==> src/rtl/stopwatch_mode_ctrl.sv <==
// stopwatch_mode_ctrl
// Turns raw board buttons and switches into the registered 2-bit stopwatch mode.
// It also generates a one-cycle clear strobe for the minute and second counters.
//
// Ports:
//   clk        system clock, all logic on the rising edge
//   rst        synchronous active-high reset
//   btn_pause  raw bouncing pause/resume button (asynchronous)
//   btn_clr    raw bouncing clear button (asynchronous)
//   sw_adj     raw adjust-mode switch, 1 = adjust
//   sw_sel     raw adjust-select switch, 0 = minutes, 1 = seconds
//   cur_state  registered mode: 00 NORMAL, 01 PAUSED, 10 ADJMIN, 11 ADJSEC
//   paused     registered pause flag
//   clr_pulse  registered one-cycle counter clear strobe
module stopwatch_mode_ctrl #(
  parameter int unsigned DB_CYCLES = 1000000,
  parameter int unsigned DB_W      = 20
) (
  input  logic       clk,
  input  logic       rst,
  input  logic       btn_pause,
  input  logic       btn_clr,
  input  logic       sw_adj,
  input  logic       sw_sel,
  output logic [1:0] cur_state,
  output logic       paused,
  output logic       clr_pulse
);

  localparam int unsigned NUM_IN    = 4;
  localparam int unsigned NUM_BTN   = 2;
  localparam int unsigned IDX_PAUSE = 0;
  localparam int unsigned IDX_CLR   = 1;
  localparam int unsigned IDX_ADJ   = 2;
  localparam int unsigned IDX_SEL   = 3;
  localparam logic [DB_W-1:0] DB_LAST = DB_W'(DB_CYCLES - 1);

  typedef enum logic [1:0] {
    ST_NORMAL = 2'b00,
    ST_PAUSED = 2'b01,
    ST_ADJMIN = 2'b10,
    ST_ADJSEC = 2'b11
  } state_e;

  // Raw inputs gathered so the synchroniser is one vector of flops.
  logic [NUM_IN-1:0] raw_c;
  logic [NUM_IN-1:0] sync1_q, sync1_d;
  logic [NUM_IN-1:0] sync2_q, sync2_d;

  logic [NUM_BTN-1:0] btn_s_c;
  logic               sw_adj_s_c;
  logic               sw_sel_s_c;

  logic [NUM_BTN-1:0] db_q, db_d;
  logic [NUM_BTN-1:0] db_hist_q, db_hist_d;
  logic [DB_W-1:0]    cnt_q [NUM_BTN];
  logic [DB_W-1:0]    cnt_d [NUM_BTN];
  logic [NUM_BTN-1:0] press_c;

  logic   paused_q, paused_d;
  logic   clr_pulse_q, clr_pulse_d;
  state_e state_q, state_d;

  assign raw_c = {sw_sel, sw_adj, btn_clr, btn_pause};

  // Two-flop synchroniser for all four raw inputs.
  always_comb begin
    sync1_d = raw_c;
    sync2_d = sync1_q;
  end

  assign btn_s_c    = sync2_q[NUM_BTN-1:0];
  assign sw_adj_s_c = sync2_q[IDX_ADJ];
  assign sw_sel_s_c = sync2_q[IDX_SEL];

  // Debouncers: the level only follows the input after DB_CYCLES
  // consecutive differing samples; any agreement restarts the count.
  always_comb begin
    db_d = db_q;
    for (int i = 0; i < NUM_BTN; i++) begin
      cnt_d[i] = '0;
      if (btn_s_c[i] != db_q[i]) begin
        if (cnt_q[i] == DB_LAST) begin
          db_d[i] = btn_s_c[i];
        end else begin
          cnt_d[i] = cnt_q[i] + DB_W'(1);
        end
      end
    end
  end

  // Rising edge of the debounced level is a press; releases are ignored.
  always_comb begin
    db_hist_d = db_q;
    press_c   = db_q & ~db_hist_q;
  end

  // Pause/clear handling and mode selection. Clear takes priority over
  // pause, and pause presses are dropped while in adjust mode so the
  // preserved flag decides where we land when adjust is left.
  always_comb begin
    paused_d    = paused_q;
    clr_pulse_d = 1'b0;
    state_d     = ST_NORMAL;

    if (press_c[IDX_CLR]) begin
      clr_pulse_d = 1'b1;
      paused_d    = 1'b0;
    end else if (press_c[IDX_PAUSE] && !sw_adj_s_c) begin
      paused_d    = ~paused_q;
    end

    if (sw_adj_s_c) begin
      state_d = sw_sel_s_c ? ST_ADJSEC : ST_ADJMIN;
    end else begin
      state_d = paused_d ? ST_PAUSED : ST_NORMAL;
    end
  end

  // State register with synchronous reset.
  always_ff @(posedge clk) begin
    if (rst) begin
      sync1_q     <= '0;
      sync2_q     <= '0;
      db_q        <= '0;
      db_hist_q   <= '0;
      for (int i = 0; i < NUM_BTN; i++) begin
        cnt_q[i] <= '0;
      end
      paused_q    <= 1'b0;
      clr_pulse_q <= 1'b0;
      state_q     <= ST_NORMAL;
    end else begin
      sync1_q     <= sync1_d;
      sync2_q     <= sync2_d;
      db_q        <= db_d;
      db_hist_q   <= db_hist_d;
      for (int i = 0; i < NUM_BTN; i++) begin
        cnt_q[i] <= cnt_d[i];
      end
      paused_q    <= paused_d;
      clr_pulse_q <= clr_pulse_d;
      state_q     <= state_d;
    end
  end

  assign cur_state = state_q;
  assign paused    = paused_q;
  assign clr_pulse = clr_pulse_q;

endmodule

==> config.mk <==
export PLATFORM = sky130hd
export DESIGN_NAME = stopwatch_mode_ctrl
export DESIGN_NICKNAME = d
export VERILOG_FILES = /design/src/rtl/stopwatch_mode_ctrl.sv
export SDC_FILE = /design/constraint.sdc
export NUM_CORES = 1
export LEC_CHECK = 0
export ABC_AREA = 1
export CAP_MARGIN = 20
export CORE_MARGIN = 2
export CORE_UTILIZATION = 40
export CTS_CLUSTER_DIAMETER = 40
export CTS_CLUSTER_SIZE = 25
export DETAILED_ROUTE_END_ITERATION = 6
export GPL_TIMING_DRIVEN = 0
export PLACE_DENSITY = 0.64
export SYNTH_ARGS = -nofsm -noshare
export SYNTH_HDL_FRONTEND = slang
export SYNTH_SLANG_ARGS = --single-unit
==> constraint.sdc <==
create_clock -name clk -period 1.85 [get_ports clk]
set_input_delay 0.2775 -clock clk [delete_from_list [all_inputs] [get_ports clk]]
set_output_delay 0.2775 -clock clk [all_outputs]
set_load 0.005 [all_outputs]
# [After elaboration in Yosys (flattened, before gate mapping)]
# Memories as Yosys holds them, arrays and structs flattened.
# Index checks and enable logic that the tools add are counted.
[classes] n_addsub=2 eq_ne=4 muxes=15 n_bitwise=5 reduce_logical=4
[op_table] cell="$mux W20" count=6
[op_table] cell="$add A20 B1 Y20 const B" count=2
[op_table] cell="$eq A20 B20 Y1 const B" count=2
[op_table] cell="$mux W1" count=8
[op_table] cell="$reduce_and A2 Y1" count=2
[op_table] cell="$and A2 B2 Y2" count=1
[op_table] cell="$mux W2" count=1
[op_table] cell="$ne A1 B1 Y1" count=2
[op_table] cell="$not A2 Y2" count=1
[op_table] cell="$or A1 B1 Y1" count=2
[op_table] cell="$logic_and A1 B1 Y1" count=1
[op_table] cell="$logic_not A1 Y1" count=1
[op_table] cell="$not A1 Y1" count=1
[totals] ff_bits=16 mem_bits_rw=40 input_bits=6 out_inout_bits=4 elab_cells=39 memories=1
[mem_list] memory="cnt_q" words=2 width=20 read_ports=2 rd_ports_with_merged_regs=0 write_ports=2 line_no="56" text="logic [DB_W-1:0] cnt_q [NUM_BTN];"

# [Logic depth before layout (Yosys ltp)]
[depth] word_depth=7 depth_mapped=9 mapped_depth_nobuf=8

# [Worst setup path before layout]
# No wires, ideal clock.
[synth_path] path_kind="reg-to-reg" startpoint="memory cnt_q[1][0] (netlist: cnt_q[0][20])" endpoint="memory cnt_q[1][17] (netlist: cnt_q[0][37])" setup_ps=112 t_arrival_ps=1271 t_required_ps=1738 setup_slack_ps=467 stages_incl_launch_ff=10 n_path_buf=1 synth_period_minus_slack_ps=1383 cell_sequence="dfxtp_1 -> ha_1 -> nand3_2 -> nor2_4 -> inv_2 -> nor2_4 -> nand2_2 -> nand2_4 -> buf_6 -> nor2_1"
[synth_rtl] element="start: declaration" line_no="56"

==> impl_metrics.tcl <==
set metrics [dict create \
    design_power_total_mw 1.99 \
    finalNonFillerCells 445 \
    drv_slew 0 \
    wire_per_inst_um 10.1 \
    fin_skew_ns 0.0157 \
    grt_util_all_layers_pct 13.7 \
    final_hold_viol_count 0 \
    die_x_um 83.4 \
    area_growth_pct 11.4 \
    p_sw_mw 0.466 \
    leakage_nw 0.891 \
    start_util_pct 41.9 \
    gp_congestion 0.882 \
    sw_frac_of_total_pct 23.4 \
    fin_area_um2 2810 \
    setup_slack_ns 0.186 \
    ys_warn_count 0 \
    vias 2075 \
    fp.dieH_um 83.4 \
    cp.arrival_ns 1.87 \
    num_antenna_cells 0 \
    maxCapViolations 0 \
    drive_above_1_share_pct 5.68 \
    cts_tree "yes" \
    first_pass_iters 4 \
    antenna_found_initial 0 \
    vias_per_cell 4.66 \
    grt_max_degree 21 \
    synthDistinctLibCells 26 \
    synth_area_per_cell_um2 7.15 \
    placedInstanceArea_um2 2710 \
    path_clk_slew_ns 0.11 \
    cts_made_buffers 5 \
    p_comb_share_pct 2.3 \
    crit_type "reg -> reg" \
    holdWs_ns 0.407 \
    final_common_cell "nor2_1" \
    grt_setup_unrepaired "no" \
    num_rows 28 \
    final_util_pct 46.6 \
    clock_path_buffers 2 \
    cts.sinks 56 \
    grt.overflow.total 0 \
    setup_violations 0 \
    ant_nets 0 \
    holdBufCountCts 0 \
    io_buffers 9 \
    path_max_fanout 10 \
    period_share_pct 90.0 \
    drc_errors 0 \
    seq_area_frac_synth_pct 44.4 \
    peakVddDrop_mv 0.496 \
    final_cell_mix "92 x nor2_1, 71 x nand2_1, 56 x dfxtp_1" \
    die_area_um2 6960 \
    yosys_register_bits 56 \
    clk_latency_ns 0.31 \
    cts_max_level 2 \
    fill_cells 651 \
    io-pin-count 10 \
    run_status "finished clean" \
    dp_hpwl_um 3370 \
    netlist_instances 353 \
    p_per_area_nw_per_um2 708 \
    max_freq_ghz 0.601 \
    power_frac_clock_pct 36.5 \
    grt_pass1_wl_um 8060 \
    seqPwrFrac_pct 61.3 \
    fin_crit_ns 1.66 \
    final_nets 377 \
    postCtsSetupRepairBufs 0 \
    wl_um 4500 \
    cts_root_buf "clkbuf_8" \
    syn-num-nets 361 \
    grt_pass1_vias 1871 \
    slew_headroom_pct 73.8 \
    worstSetupStartpointType "flop" \
    endpoint_kind "flop" \
    cts_resized 0 \
    first_iter_violations 98 \
    dp.cells 437 \
    core_um2 6030 \
    dpl_worst_slack_ns 0.0713 \
    tightest_slew_ns 0.392 \
    syn_area_um2 2520 \
    cell_internal_pwr_mw 1.52 \
    crit_required_ns 2.05 \
    tns_ns 0 \
    holdCritPathClass "reg -> reg" \
]
Yosys cell counts:
cell | count | share of area, %
nand3_2 | 1 | 0.40
or2_2 | 2 | 0.50
nor3_2 | 1 | 0.40
ha_1 | 2 | 0.99
xor2_1 | 11 | 3.8
and2_1 | 3 | 0.74
nor2_1 | 92 | 14
dfxtp_1 | 56 | 44
nand3_1 | 21 | 4.2
inv_2 | 1 | 0.15
o21bai_1 | 3 | 0.89
nand2_4 | 1 | 0.45
nand2_1 | 71 | 11
a21oi_1 | 17 | 3.4
buf_6 | 2 | 0.89
nand2_2 | 2 | 0.50
or2_0 | 3 | 0.74
xnor2_1 | 8 | 2.8
nand3b_1 | 4 | 1.2
nor2_4 | 2 | 0.89
nor3_1 | 2 | 0.40
nand4_1 | 5 | 1.2
o21ai_0 | 5 | 0.99
inv_1 | 36 | 5.4
a21oi_2 | 1 | 0.35
clkbuf_1 | 1 | 0.15
sequential cells by signal, summed over array words and instances, names as in the netlist:
| register | cells |
|---|---|
| paused | 1 |
| sync1_q | 4 |
| cnt_q | 40 |
| clr_pulse | 1 |
| cur_state | 2 |
| sync2_q | 4 |
| db_hist_q | 2 |
| db_hist_d | 2 |
layout make-up:
| cell class | count | area, um^2 | share of cell area [%] |
|---|---|---|---|
| multi-input cells | 257 | 1240 | 44.2 |
| repair buffers | 9 | 90.1 | 3.21 |
| clock inverters | 3 | 28.8 | 1.02 |
| inverters | 37 | 139 | 4.94 |
| well taps | 75 | 93.8 | 3.34 |
| flip-flops and latches | 56 | 1120 | 39.9 |
| plain buffers | 3 | 26.3 | 0.935 |
| clock buffers | 5 | 68.8 | 2.45 |
power groups by stage:
stage	sequential, mW	clock [mW]	combinational (mW)
2_1_floorplan	1.25	0	0.0255
3_3_place_gp	1.25	0	0.0450
3_5_place_dp	1.25	0	0.0452
4_1_cts	1.22	0.745	0.0454
5_1_grt	1.22	0.789	0.0519
6_report	1.22	0.726	0.0451
kinds of logic (layout without fill, tap and decap cells):
logic type,after synthesis,after routing,share of synthesized area (%)
xor gates and xnor gates,19,19,6.59
and+or+nand+nor,210,210,35.8
adders and majority gates,2,2,0.991
AOI/OAI and AO/OA,26,26,5.60
DFF,56,56,44.4
buffers and inverters,40,57,6.54
path summary, 6_finish.rpt:
path / to / slack, ns / cells past startpoint / start
max: cnt_q[0][2]$_SDFF_PP0_ / 0.19 / 7 / cnt_q[0][0]$_SDFF_PP0_
min: sync2_q[0]$_SDFF_PP0_ / 0.41 / 2 / sync1_q[0]$_SDFF_PP0_
max reg2reg: cnt_q[0][2]$_SDFF_PP0_ / 0.19 / 7 / cnt_q[0][0]$_SDFF_PP0_
min reg2reg: sync2_q[0]$_SDFF_PP0_ / 0.41 / 2 / sync1_q[0]$_SDFF_PP0_
critical path: stages, from the launching register on:
cell	delay [ns]
dfxtp_1	0.37
ha_1	0.19
nand3_1	0.17
nor2_1	0.19
nand3_1	0.24
nand2_4	0.20
buf_6	0.16
nor2_1	0.04
layer usage:
metal	track usage (%)	vias up	share of wire, %
met4	2.64	0	0.53
met5	0	-	0
met2	22.9	19	45
li1	-	1131	-
met3	3.28	2	2.7
met1	18.3	923	52
Note: power is estimated with default switching activity, not from simulation.
